===== config.mk =====
export PLATFORM = sky130hd
export DESIGN_NAME = usb_buffer_arbiter
export DESIGN_NICKNAME = d
export VERILOG_FILES = /design/src/rtl/usb_pkg.sv /design/src/rtl/usb_fifo_ptrs.sv /design/src/rtl/usb_buffer_arbiter.sv
export SDC_FILE = /design/constraint.sdc
export NUM_CORES = 1
export LEC_CHECK = 0
export CAP_MARGIN = 20
export CORE_UTILIZATION = 40
export CTS_BUF_LIST = sky130_fd_sc_hd__clkbuf_8
export CTS_CLUSTER_SIZE = 20
export DETAILED_ROUTE_END_ITERATION = 16
export PLACE_DENSITY_LB_ADDON = 0.15
export SLEW_MARGIN = 20
export SYNTH_ARGS = -nofsm -noshare
export SYNTH_HDL_FRONTEND = slang
export SYNTH_SLANG_ARGS = --single-unit

===== constraint.sdc =====
create_clock -name clk -period 3.66 [get_ports clk]
set_clock_uncertainty 0.05 [all_clocks]
set_input_delay 0.732 -clock clk [delete_from_list [all_inputs] [get_ports clk]]
set_output_delay 0.732 -clock clk [all_outputs]
set_load 0.02 [all_outputs]

===== src/rtl/usb_pkg.sv =====
// Shared types and sizing for the USB data buffer arbiter.
// Buffer geometry, arbiter states and access source/destination tags.
package usb_pkg;

  localparam int DEPTH  = 64;
  localparam int ADDR_W = 6;
  localparam int DATA_W = 8;

  typedef enum logic [2:0] {
    ST_IDLE,
    ST_WRITE,
    ST_READ,
    ST_RDATA,
    ST_FLUSH
  } arb_state_e;

  typedef enum logic [1:0] {
    SRC_RX,
    SRC_AHB,
    DST_TX,
    DST_AHB
  } sel_e;

endpackage


===== src/rtl/usb_fifo_ptrs.sv =====
// Write/read pointers and occupancy of the shared buffer.
// Flags are registered alongside the count so they never lag it.
module usb_fifo_ptrs
  import usb_pkg::*;
(
  input  logic              clk,
  input  logic              rst,
  input  logic              inc_wr_i,
  input  logic              inc_rd_i,
  input  logic              clear_i,
  output logic [ADDR_W-1:0] wr_ptr_o,
  output logic [ADDR_W-1:0] rd_ptr_o,
  output logic [ADDR_W:0]   count_o,
  output logic              empty_o,
  output logic              full_o
);

  logic [ADDR_W-1:0] wr_ptr_q, wr_ptr_d;
  logic [ADDR_W-1:0] rd_ptr_q, rd_ptr_d;
  logic [ADDR_W:0]   count_q, count_d;
  logic              empty_q, full_q;
  logic              wr_en, rd_en;

  always_comb begin
    wr_en    = inc_wr_i && !full_q;
    rd_en    = inc_rd_i && !empty_q;
    wr_ptr_d = wr_ptr_q;
    rd_ptr_d = rd_ptr_q;
    count_d  = count_q;
    if (clear_i) begin
      wr_ptr_d = '0;
      rd_ptr_d = '0;
      count_d  = '0;
    end else begin
      if (wr_en) wr_ptr_d = wr_ptr_q + ADDR_W'(1);
      if (rd_en) rd_ptr_d = rd_ptr_q + ADDR_W'(1);
      unique case ({wr_en, rd_en})
        2'b10:   count_d = count_q + (ADDR_W+1)'(1);
        2'b01:   count_d = count_q - (ADDR_W+1)'(1);
        default: count_d = count_q;
      endcase
    end
  end

  always_ff @(posedge clk) begin
    if (rst) begin
      wr_ptr_q <= '0;
      rd_ptr_q <= '0;
      count_q  <= '0;
      empty_q  <= 1'b1;
      full_q   <= 1'b0;
    end else begin
      wr_ptr_q <= wr_ptr_d;
      rd_ptr_q <= rd_ptr_d;
      count_q  <= count_d;
      empty_q  <= (count_d == '0);
      full_q   <= (count_d == (ADDR_W+1)'(DEPTH));
    end
  end

  assign wr_ptr_o = wr_ptr_q;
  assign rd_ptr_o = rd_ptr_q;
  assign count_o  = count_q;
  assign empty_o  = empty_q;
  assign full_o   = full_q;

endmodule


===== src/rtl/usb_buffer_arbiter.sv =====
// Arbiter for the shared single-port USB data buffer SRAM.
// Serialises RX stores, TX fetches and AHB reads/writes.
module usb_buffer_arbiter
  import usb_pkg::*;
(
  input  logic              clk,
  input  logic              rst,
  input  logic              flush,
  input  logic              rx_store,
  input  logic [DATA_W-1:0] rx_data,
  input  logic              tx_get,
  output logic [DATA_W-1:0] tx_data,
  output logic              tx_data_valid,
  input  logic              ahb_wr_req,
  input  logic [DATA_W-1:0] ahb_wr_data,
  output logic              ahb_wr_ack,
  input  logic              ahb_rd_req,
  output logic [DATA_W-1:0] ahb_rd_data,
  output logic              ahb_rd_valid,
  output logic [ADDR_W-1:0] mem_addr,
  output logic              mem_wen,
  output logic              mem_ren,
  output logic [DATA_W-1:0] mem_wdata,
  input  logic [DATA_W-1:0] mem_rdata,
  output logic [ADDR_W:0]   buffer_occupancy,
  output logic              buffer_empty,
  output logic              buffer_full,
  output logic              rx_overrun
);

  arb_state_e        state_q;
  sel_e              sel_q;
  logic [DATA_W-1:0] rx_hold_q;
  logic              rx_pend_q, flush_pend_q;
  logic              rx_overrun_q, last_ahb_q;
  logic [ADDR_W-1:0] mem_addr_q;
  logic              mem_wen_q, mem_ren_q;
  logic [DATA_W-1:0] mem_wdata_q;
  logic              wr_ack_q, tx_vld_q, rd_vld_q;
  logic [DATA_W-1:0] tx_data_q, rd_data_q;

  logic [ADDR_W-1:0] wr_ptr, rd_ptr;
  logic              empty, full;
  logic              ahb_wr_ok, ahb_rd_ok, pick_wr;

  usb_fifo_ptrs u_ptrs (
    .clk      (clk),
    .rst      (rst),
    .inc_wr_i (state_q == ST_WRITE),
    .inc_rd_i (state_q == ST_READ),
    .clear_i  (state_q == ST_FLUSH),
    .wr_ptr_o (wr_ptr),
    .rd_ptr_o (rd_ptr),
    .count_o  (buffer_occupancy),
    .empty_o  (empty),
    .full_o   (full)
  );

  // last_ahb_q = 1 means the last AHB grant was a write
  always_comb begin
    ahb_wr_ok = ahb_wr_req && !full;
    ahb_rd_ok = ahb_rd_req && !empty;
    pick_wr   = ahb_wr_ok && (!ahb_rd_ok || !last_ahb_q);
  end

  always_ff @(posedge clk) begin
    if (rst) begin
      state_q      <= ST_IDLE;
      sel_q        <= SRC_RX;
      rx_hold_q    <= '0;
      rx_pend_q    <= 1'b0;
      flush_pend_q <= 1'b0;
      rx_overrun_q <= 1'b0;
      last_ahb_q   <= 1'b0;
      mem_addr_q   <= '0;
      mem_wen_q    <= 1'b0;
      mem_ren_q    <= 1'b0;
      mem_wdata_q  <= '0;
      wr_ack_q     <= 1'b0;
      tx_vld_q     <= 1'b0;
      rd_vld_q     <= 1'b0;
      tx_data_q    <= '0;
      rd_data_q    <= '0;
    end else begin
      mem_wen_q <= 1'b0;
      mem_ren_q <= 1'b0;
      wr_ack_q  <= 1'b0;
      tx_vld_q  <= 1'b0;
      rd_vld_q  <= 1'b0;
      if (tx_vld_q) tx_data_q <= mem_rdata;
      if (rd_vld_q) rd_data_q <= mem_rdata;

      unique case (state_q)
        ST_IDLE: begin
          if (flush_pend_q) begin
            state_q <= ST_FLUSH;
          end else if (rx_pend_q && !full) begin
            state_q     <= ST_WRITE;
            sel_q       <= SRC_RX;
            mem_wen_q   <= 1'b1;
            mem_addr_q  <= wr_ptr;
            mem_wdata_q <= rx_hold_q;
          end else if (rx_pend_q) begin
            rx_pend_q    <= 1'b0;
            rx_overrun_q <= 1'b1;
          end else if (tx_get && !empty) begin
            state_q    <= ST_READ;
            sel_q      <= DST_TX;
            mem_ren_q  <= 1'b1;
            mem_addr_q <= rd_ptr;
          end else if (pick_wr) begin
            state_q     <= ST_WRITE;
            sel_q       <= SRC_AHB;
            mem_wen_q   <= 1'b1;
            mem_addr_q  <= wr_ptr;
            mem_wdata_q <= ahb_wr_data;
            wr_ack_q    <= 1'b1;
            last_ahb_q  <= 1'b1;
          end else if (ahb_rd_ok) begin
            state_q    <= ST_READ;
            sel_q      <= DST_AHB;
            mem_ren_q  <= 1'b1;
            mem_addr_q <= rd_ptr;
            last_ahb_q <= 1'b0;
          end
        end
        ST_WRITE: begin
          state_q <= ST_IDLE;
          if (sel_q == SRC_RX) rx_pend_q <= 1'b0;
        end
        ST_READ: begin
          state_q <= ST_RDATA;
          if (sel_q == DST_TX) tx_vld_q <= 1'b1;
          else                 rd_vld_q <= 1'b1;
        end
        ST_RDATA: state_q <= ST_IDLE;
        ST_FLUSH: begin
          state_q      <= ST_IDLE;
          rx_pend_q    <= 1'b0;
          rx_overrun_q <= 1'b0;
          flush_pend_q <= 1'b0;
        end
        default: state_q <= ST_IDLE;
      endcase

      // New arrivals override the clears above; flush beats a same-cycle byte
      if (flush) begin
        flush_pend_q <= 1'b1;
      end else if (rx_store) begin
        if (rx_pend_q) begin
          rx_overrun_q <= 1'b1;
        end else begin
          rx_hold_q <= rx_data;
          rx_pend_q <= 1'b1;
        end
      end
    end
  end

  assign tx_data       = tx_vld_q ? mem_rdata : tx_data_q;
  assign ahb_rd_data   = rd_vld_q ? mem_rdata : rd_data_q;
  assign tx_data_valid = tx_vld_q;
  assign ahb_rd_valid  = rd_vld_q;
  assign ahb_wr_ack    = wr_ack_q;
  assign mem_addr      = mem_addr_q;
  assign mem_wen       = mem_wen_q;
  assign mem_ren       = mem_ren_q;
  assign mem_wdata     = mem_wdata_q;
  assign buffer_empty  = empty;
  assign buffer_full   = full;
  assign rx_overrun    = rx_overrun_q;

endmodule


# [Yosys cells after proc, flatten, opt, wreduce, memory -nomap -nowiden]
# Cells that the tools add are included.
[word_totals] ff_bits=73 input_bits=31 out_inout_bits=45 wordCells=124
[classes] n_addsub=4 n_eq_ne=11 mux=52 n_bitwise=7 reduce_logical=29
[op_table] cell="8-bit two-way mux" n=6
[op_table] cell="6-bit two-way mux" n=5
[op_table] cell="1-bit two-way mux" n=25
[op_table] cell="3-bit two-way mux" n=6
[op_table] cell="7-bit one-hot mux with 2 select lines" n=1
[op_table] cell="6-bit by 1-bit adder with 6-bit output, second input constant" n=2
[op_table] cell="2-bit two-way mux" n=5
[op_table] cell="7-bit by 1-bit adder with 7-bit output, second input constant" n=1
[op_table] cell="7-bit == test, second input constant" n=1
[op_table] cell="1-bit logical AND" n=7
[op_table] cell="7-bit logical NOT" n=1
[op_table] cell="7-bit two-way mux" n=1
[op_table] cell="1-bit inverter" n=7
[op_table] cell="7-bit by 1-bit subtractor with 7-bit output, second input constant" n=1
[op_table] cell="6-bit != test, second input constant" n=1
[op_table] cell="3-bit one-hot mux with 2 select lines" n=1
[op_table] cell="6-bit AND reduction" n=1
[op_table] cell="2-bit nonzero test" n=3
[op_table] cell="5-bit AND reduction" n=1
[op_table] cell="5-bit OR reduction" n=1
[op_table] cell="2-bit == test, second input constant" n=2
[op_table] cell="1-bit logical NOT" n=4
[op_table] cell="4-bit != test, second input constant" n=1
[op_table] cell="4-bit AND reduction" n=1
[op_table] cell="other kinds (17)" n=18

# [Logic depth before layout (Yosys ltp)]
# Gate-level depths: netlist of the first run.
[logic_depth] depth_word=11 mapped_depth=11 ltp_nobuf=9

# [Modules after synthesis]
# A second synthesis of the first run with hierarchy kept.
[hier_totals] hier_cells=365 area_unflattened_um2=3410.8
[modules_own_cells] module="usb_buffer_arbiter" n_inst=1 cells_per_inst=222 area_per_inst_um2=2177.1 seq_area_each_um2=1041.0
[modules_own_cells] module="usb_fifo_ptrs" n_inst=1 cells_per_inst=143 area_per_inst_um2=1233.7 seq_area_each_um2=420.4

# [Worst setup path after synthesis of the first run]
# Ideal clock, no wire load.
[synth_path] kind="register -> register" startpoint="register state_q[2]" endpoint="register u_ptrs.empty_q, in the netlist u_ptrs.empty_o" setup_ns=0.069 t_arrival_ns=2.590 required_time_ns=3.541 slack_ns=0.951 stages_incl_launch_ff=12 n_path_buf=2 synth_period_minus_slack_ns=2.709 cell_sequence="dfxtp_1 -> buf_6 -> nor4b_4 -> buf_6 -> xor2_1 -> ha_1 -> or4_1 -> mux2_4 -> o221ai_2 -> xnor2_1 -> nand4_1 -> o21ai_1"
[synth_between] elab_chain_len=6 word_cells_on_any_way=10 cone_classes="5 x eq/ne; 2 x mux; 3 x reduce/logical"
[synth_rtl] element="from (decl)" line="usb_buffer_arbiter.sv:31" text="arb_state_e state_q;"
[synth_rtl] element="from (signal assigned)" line="usb_buffer_arbiter.sv:68" text="state_q <= ST_IDLE;"
[synth_rtl] element="from (signal assigned)" line="usb_buffer_arbiter.sv:96" text="state_q <= ST_FLUSH;"
[synth_rtl] element="from (signal assigned)" line="usb_buffer_arbiter.sv:98" text="state_q <= ST_WRITE;"
[synth_rtl] element="3-bit by 2-bit == test with 1-bit output / 3-bit by 1-bit == test with 1-bit output (equally long branches)" line="usb_buffer_arbiter.sv:50, usb_buffer_arbiter.sv:49"
[synth_rtl] element="1-bit logical AND, on equally long branches" line="usb_fifo_ptrs.sv:26, usb_fifo_ptrs.sv:25"
[synth_rtl] element="2-bit by 1-bit == test with 1-bit output / 2-bit == test (equally long branches)" line="usb_fifo_ptrs.sv:37" text="unique case ({wr_en, rd_en})"
[synth_rtl] element="7-bit one-hot mux with 2 select lines" line="usb_fifo_ptrs.sv:37"
[synth_rtl] element="7-bit two-way mux *" line="usb_fifo_ptrs.sv:30" text="if (clear_i) begin"
[synth_rtl] element="7-bit logical NOT *" line="usb_fifo_ptrs.sv:56" text="empty_q <= (count_d == '0);"
[synth_rtl] element="to (signal assigned)" line="usb_fifo_ptrs.sv:56"
[synth_rtl] element="to (decl)" line="usb_fifo_ptrs.sv:21" text="logic empty_q, full_q;"
# Every way passes the cells marked *; elsewhere a longest branch is shown, timed or not.
# A chain may end at the register's enable or synchronous reset.

# [Worst setup path in the final report of the first run]
[layout_path] startpoint="input port mem_rdata[4]" endpoint="output port ahb_rd_data[4]"
[layout_between] elab_chain_len=1
[layout_rtl] element="from (decl)" line="usb_buffer_arbiter.sv:24" text="input logic [DATA_W-1:0] mem_rdata,"
[layout_rtl] element="8-bit two-way mux"
[layout_rtl] element="to (decl)" line="usb_buffer_arbiter.sv:18" text="output logic [DATA_W-1:0] ahb_rd_data,"
# No other way between the ends.

==> flow_metrics.py, run 1 <==
metrics = {
    "sta": {
        "finalMaxSlewViolations": 0,
        "slew_headroom": 0.433,
        "worst_pin_slew_ns": 0.850,
        "timing.final.crit_period_ns": 2.77,
        "fmax_mhz": 361,
        "fin_crit_sh": 0.757,
        "holdWs_ns": 0.435,
        "hold_viol": 0,
        "setup_slack_ns": 0.890,
        "tns_ns": 0,
        "finalSetupViolCount": 0,
        "rsz0062_at_grt": "false",
    },
    "logic_synthesis": {
        "ys_ff_latch": 73,
        "ys_seq_area_frac": 0.454,
        "ys.flop_type": "dfxtp_1",
        "ys_warn_count": 0,
        "yosysTopAreaCell": "dfxtp_1",
        "syn_inst": 343,
        "synth_area_leaders": "dfxtp_1 (45%), mux2i_1 (6.5%), nor2_1 (6.0%), mux2_2 (6.0%), nor2b_1 (4.3%)",
        "synth_cell_type_count": 49,
        "synth_top_cell_area_share": 0.454,
        "synth_area_um2": 3220,
        "synth_nets": 378,
        "synth_edf_count": 0,
        "synthArstFlopShare": 0,
        "synth.avg_cell_area_um2": 9.38,
    },
    "clocking": {
        "htree_num_levels": 3,
        "tritoncts": "done",
        "cts_resized": 0,
        "cts-root-buf": "clkbuf_8",
        "hold_buffers": 0,
        "numCtsBuffers": 9,
        "cts_setup_buffers": 0,
        "clkSinkCount": 73,
        "clkTransAtPathRegs_ns": 0.07,
        "clk_latency_ns": 0.34,
        "clock_path_buffers": 2,
    },
    "final_layout": {
        "area_growth_pct": 31.3,
        "drive_above_1_share": 0.109,
        "fin_area_um2": 4220,
        "nets": 444,
        "antenna-diode-count": 0,
    },
    "floorplanning": {
        "io_pins": 76,
        "start_util": 0.414,
        "die_x_um": 91.7,
        "core-area_um2": 7770,
        "rows": 32,
        "die_h_um": 91.7,
        "dieArea_um2": 8400,
    },
    "placed_design": {
        "placed_area_um2": 4000,
        "post-place-ws_ns": 0.895,
        "dpl.hpwl_um": 4780,
        "gp_congestion": 0.757,
        "port_buffers": 75,
    },
    "job": {
        "maxCapViolCount": 0,
    },
    "global_routing": {
        "grtUsageMet3": 0.0439,
        "grtUsageMet1": 0.216,
        "grtUsageMet2": 0.273,
        "grt_pass1_wl_um": 11300,
        "grt-ovfl-total": 0,
        "busiest_layer": "met2",
        "grt_antenna_before_repair": 0,
        "grt_pass1_vias": 2420,
        "globalRouteTotalUtil": 0.168,
        "grt_max_degree": 50,
    },
    "worst_setup_path": {
        "reg2reg_depth": 8,
        "required_ns": 2.88,
        "rr_startpoint": "state_q[0]",
        "start_kind": "input port",
        "crit_path_start": "mem_rdata[4]",
        "path_class": "in2out",
        "cp_max_fo": 2,
        "critical_path_arrival_ns": 1.99,
        "worst_setup_path_end_kind": "output port",
    },
    "power": {
        "p_per_area_nw_per_um2": 455,
        "cellLeakagePower_nw": 1.62,
        "peakVddDrop_uv": 228,
    },
    "worst_hold_path": {
        "min_path_cells": 2,
        "holdCritStartpoint": "rx_overrun",
        "min_path_type": "reg2reg",
    },
    "detailed_routing": {
        "drc": 0,
        "drtIter0Drc": 61,
        "routedWlPerCell_um": 13.2,
        "ant_nets": 0,
        "avgViaCountPerCell": 4.95,
        "first_pass_iters": 4,
        "num_vias": 2553,
        "drt_wl_total_um": 6810,
    },
    "run_status": {
        "status": "completed",
    },
}
where the power goes:
| group | internal, W | leakage (nW) | total [W] | switching (W) |
|---|---|---|---|---|
| clock | 0.000383 | 0.109 | 0.000680 | 0.000297 |
| sequential | 0.000845 | 0.594 | 0.000890 | 0.0000455 |
| combinational | 0.000169 | 0.919 | 0.000350 | 0.000181 |
| total | 0.00140 | 1.62 | 0.00192 | 0.000523 |
registers in the layout, indices dropped and copies added, names as in the netlist, 2 cells and up:
register	flops
sel_q	2
rd_data_q	8
u_ptrs.wr_ptr_o	6
mem_wdata	8
mem_addr	6
state_q	3
rx_hold_q	8
tx_data_q	8
u_ptrs.rd_ptr_o	6
u_ptrs.count_o	7
metal layers:
layer,part of all wire,up-vias,wire length (um)
li1,-,1323,-
met1,0.48,1167,3270
met2,0.46,59,3140
met3,0.051,4,348
met4,0.0065,0,44
met5,0,-,0
final timing paths:
| check | endpoint | slack, ns |
|---|---|---|
| min | rx_overrun | 0.43 |
| max | ahb_rd_data[4] | 0.89 |
| max reg2reg | u_ptrs.empty_o | 0.91 |
| min reg2reg | rx_overrun | 0.43 |
cells in the final DEF (no fill, tap or decap), drive strengths merged, types with 5 or more instances in the layout:
cell	count
o21ai	5
nor4	5
xor2	10
mux2	18
a311oi	5
nand2b	6
mux2i	21
nand2	22
a211oi	9
nor2	51
xnor2	6
nor2b	22
clkbuf	9
nand3	10
clkdlybuf4s50	74
a21oi	16
dfxtp	73
worst max-delay path, cell delays in order:
cell and delay (ns):
clkdlybuf4s50_1 0.43, mux2_2 0.29, clkdlybuf4s50_1 0.54
layout make-up:
type / instances / area [um^2]
timing repair buffer: 78 / 768
fill: 755 / 3540
tap: 102 / 128
clock buffer: 9 / 124
inverter: 4 / 15.0
clock inverter: 7 / 95.1
sequential: 73 / 1460
multi-input combinational: 243 / 1630
metrics by stage:
stage               power [W]  instances  utilization
finish                0.00192        516        0.544
global route          0.00202        516        0.544
CTS                   0.00195        516        0.544
detailed placement    0.00126        500        0.515
global placement      0.00126        500        0.515
floorplan             0.00112        343            -
cell families after synthesis:
group                    after synthesis  synth area share
AND/OR/NAND/NOR                      135             0.214
flip-flops                            73             0.454
AO/OA/AOI/OAI                         49             0.105
multiplexers                          39             0.130
buffers and inverters                 27            0.0385
XOR/XNOR                              16            0.0436
adder cells (fa/ha/maj)                4            0.0156
cell usage after synthesis, drive strengths merged (2+ instances only):
| cell type | count |
|---|---|
| a211oi | 9 |
| a21oi | 16 |
| a311oi | 5 |
| a31oi | 2 |
| and2 | 2 |
| buf | 9 |
| clkbuf | 14 |
| dfxtp | 73 |
| ha | 4 |
| inv | 4 |
| mux2 | 18 |
| mux2i | 21 |
| nand2 | 22 |
| nand2b | 6 |
| nand3 | 10 |
| nand4 | 4 |
| nor2 | 51 |
| nor2b | 22 |
| nor3 | 3 |
| nor4 | 5 |
| nor4b | 3 |
| o21a | 3 |
| o21ai | 5 |
| xnor2 | 6 |
| xor2 | 10 |
No activity file was read; power rests on OpenSTA's default activity.
==> run 2, diff against run 1 <==
==> constraint.sdc (replaced) <==
create_clock -name clk -period 2.9 [get_ports clk]
set_clock_uncertainty 0.05 [all_clocks]
set_input_delay 0.58 -clock clk [delete_from_list [all_inputs] [get_ports clk]]
set_output_delay 0.58 -clock clk [all_outputs]
set_load 0.02 [all_outputs]
==> flow_metrics.py, run 2 (synthesis gave the netlist of run 1 again) <==
metrics = {
    "run_status": {
        "status": "completed",
    },
    "power": {
        "cellLeakagePower_nw": 1.66,
        "peakVddDrop_uv": 324,
        "p_per_area_nw_per_um2": 576,
        "total_power_w": 0.00246,
    },
    "global_routing": {
        "grt-ovfl-total": 0,
        "grt_max_degree": 28,
        "grt_pass1_wl_um": 11800,
        "globalRouteTotalUtil": 0.175,
        "grt_pass1_vias": 2469,
        "grt_antenna_before_repair": 0,
    },
    "clocking": {
        "hold_buffers": 0,
        "htree_num_levels": 3,
        "clkTransAtPathRegs_ns": 0.08,
        "clock_path_buffers": 2,
        "clk_latency_ns": 0.34,
        "numCtsBuffers": 9,
        "cts_resized": 0,
        "tritoncts": "done",
        "cts-root-buf": "clkbuf_8",
        "clkSinkCount": 73,
        "cts_setup_buffers": 0,
    },
    "final_layout": {
        "final_common_cell": "clkdlybuf4s50_1",
        "layout_common_cells": "clkdlybuf4s50_1 (74), dfxtp_1 (73), nor2_1 (51)",
        "antenna-diode-count": 0,
        "area_growth_pct": 33.1,
        "drive_above_1_share": 0.123,
        "nets": 452,
    },
    "worst_setup_path": {
        "critical_path.max_stage_delay_ns": 0.41,
        "crit_path_start": "state_q[0]",
        "crit_family": "simple AND/OR/NAND/NOR gates",
        "required_ns": 3.13,
        "path_class": "reg2reg",
        "cp_num_buf_inv": 0,
        "rr_startpoint": "state_q[0]",
        "reg2reg_depth": 9,
        "cp_max_fo": 7,
        "start_kind": "flip-flop",
        "critical_path_arrival_ns": 2.74,
        "path_cells": "nor4b_4 > xor2_1 > ha_1 > or4_1 > mux2_4 > o221ai_2 > xnor2_1 > nand4_1 > o21ai_1",
        "crit_path_top_delay_cell": "or4_1",
        "worst_setup_path_end_kind": "flip-flop",
        "rrSetupSlack_ns": 0.39,
        "worstReg2RegEnd": "u_ptrs.empty_o",
    },
    "placed_design": {
        "port_buffers": 75,
        "dpl.hpwl_um": 4920,
        "gp_congestion": 0.900,
    },
    "sta": {
        "tns_ns": 0,
        "worst_pin_slew_ns": 0.509,
        "holdWs_ns": 0.440,
        "fin_crit_sh": 0.866,
        "rsz0062_at_grt": "false",
        "hold_viol": 0,
        "slew_headroom": 0.658,
        "finalSetupViolCount": 0,
        "fmax_mhz": 398,
        "timing.final.crit_period_ns": 2.51,
        "finalMaxSlewViolations": 0,
    },
    "detailed_routing": {
        "ant_nets": 0,
        "drtIter0Drc": 148,
        "first_pass_iters": 5,
        "num_vias": 2653,
        "avgViaCountPerCell": 5.06,
        "routedWlPerCell_um": 13.2,
        "drt_wl_total_um": 6930,
        "drc": 0,
    },
    "worst_hold_path": {
        "min_path_type": "reg2reg",
        "holdCritStartpoint": "last_ahb_q",
        "min_path_cells": 2,
        "min_to": "last_ahb_q",
    },
    "floorplanning": {
        "core-area_um2": 7770,
        "die_h_um": 91.7,
        "start_util": 0.414,
        "dieArea_um2": 8400,
        "rows": 32,
        "io_pins": 76,
        "die_x_um": 91.7,
    },
    "job": {
        "maxCapViolCount": 0,
    },
}
-- run 2: changes by cell type in the layout (fill, tap and decap cells not counted), sizes merged --
cell	change
buf	+8
inv	+3
clkinv	-3
-- run 2: worst max-delay path by stage --
stage | end | slack [ns] | depth (start not counted)
finish | u_ptrs.empty_o | 0.39 | 9
global route | u_ptrs.empty_o | 0.14 | 9
CTS | ahb_rd_data[5] | 0.35 | 2
detailed placement | u_ptrs.empty_o | 0.42 | 9
global placement | ahb_rd_data[2] | 0.44 | 3
floorplan | u_ptrs.empty_o | 0.19 | 11
-- run 2: report_power, final --
group | total, W | internal [W] | switching, W
combinational | 0.000469 | 0.000229 | 0.000240
clock | 0.000879 | 0.000486 | 0.000394
sequential | 0.00112 | 0.00107 | 0.0000503
-- run 2: layer usage --
layer  track usage  up-vias  share of wire
li1              -     1333              -
met1         0.229     1228           0.48
met2         0.271       82           0.45
met3        0.0489       10          0.054
met4        0.0675        0          0.014
met5             0        -              0
-- run 2: per-stage QoR --
step	worst slack, ns	area, um^2	cells	util
2_1_floorplan	0.191	3220	343	-
3_3_place_gp	0.438	4060	508	0.523
3_5_place_dp	0.425	4060	508	0.523
4_1_cts	0.348	4280	524	0.551
5_1_grt	0.137	4280	524	0.551
6_report	0.388	4280	524	0.551
-- run 2: tightest hold or removal path, stage by stage (launching register included) --
cell     delay, ns
dfxtp_1       0.34
nand2_1       0.06
a21oi_1       0.05
-- run 2: area by class of cell --
class,count,area (um^2)
fillers,716,3490
multi-input cells,243,1630
flip-flops and latches,73,1460
repair buffers,86,828
well taps,102,128
clock buffers,9,124
clock inverters,7,93.8
inverters,4,15.0
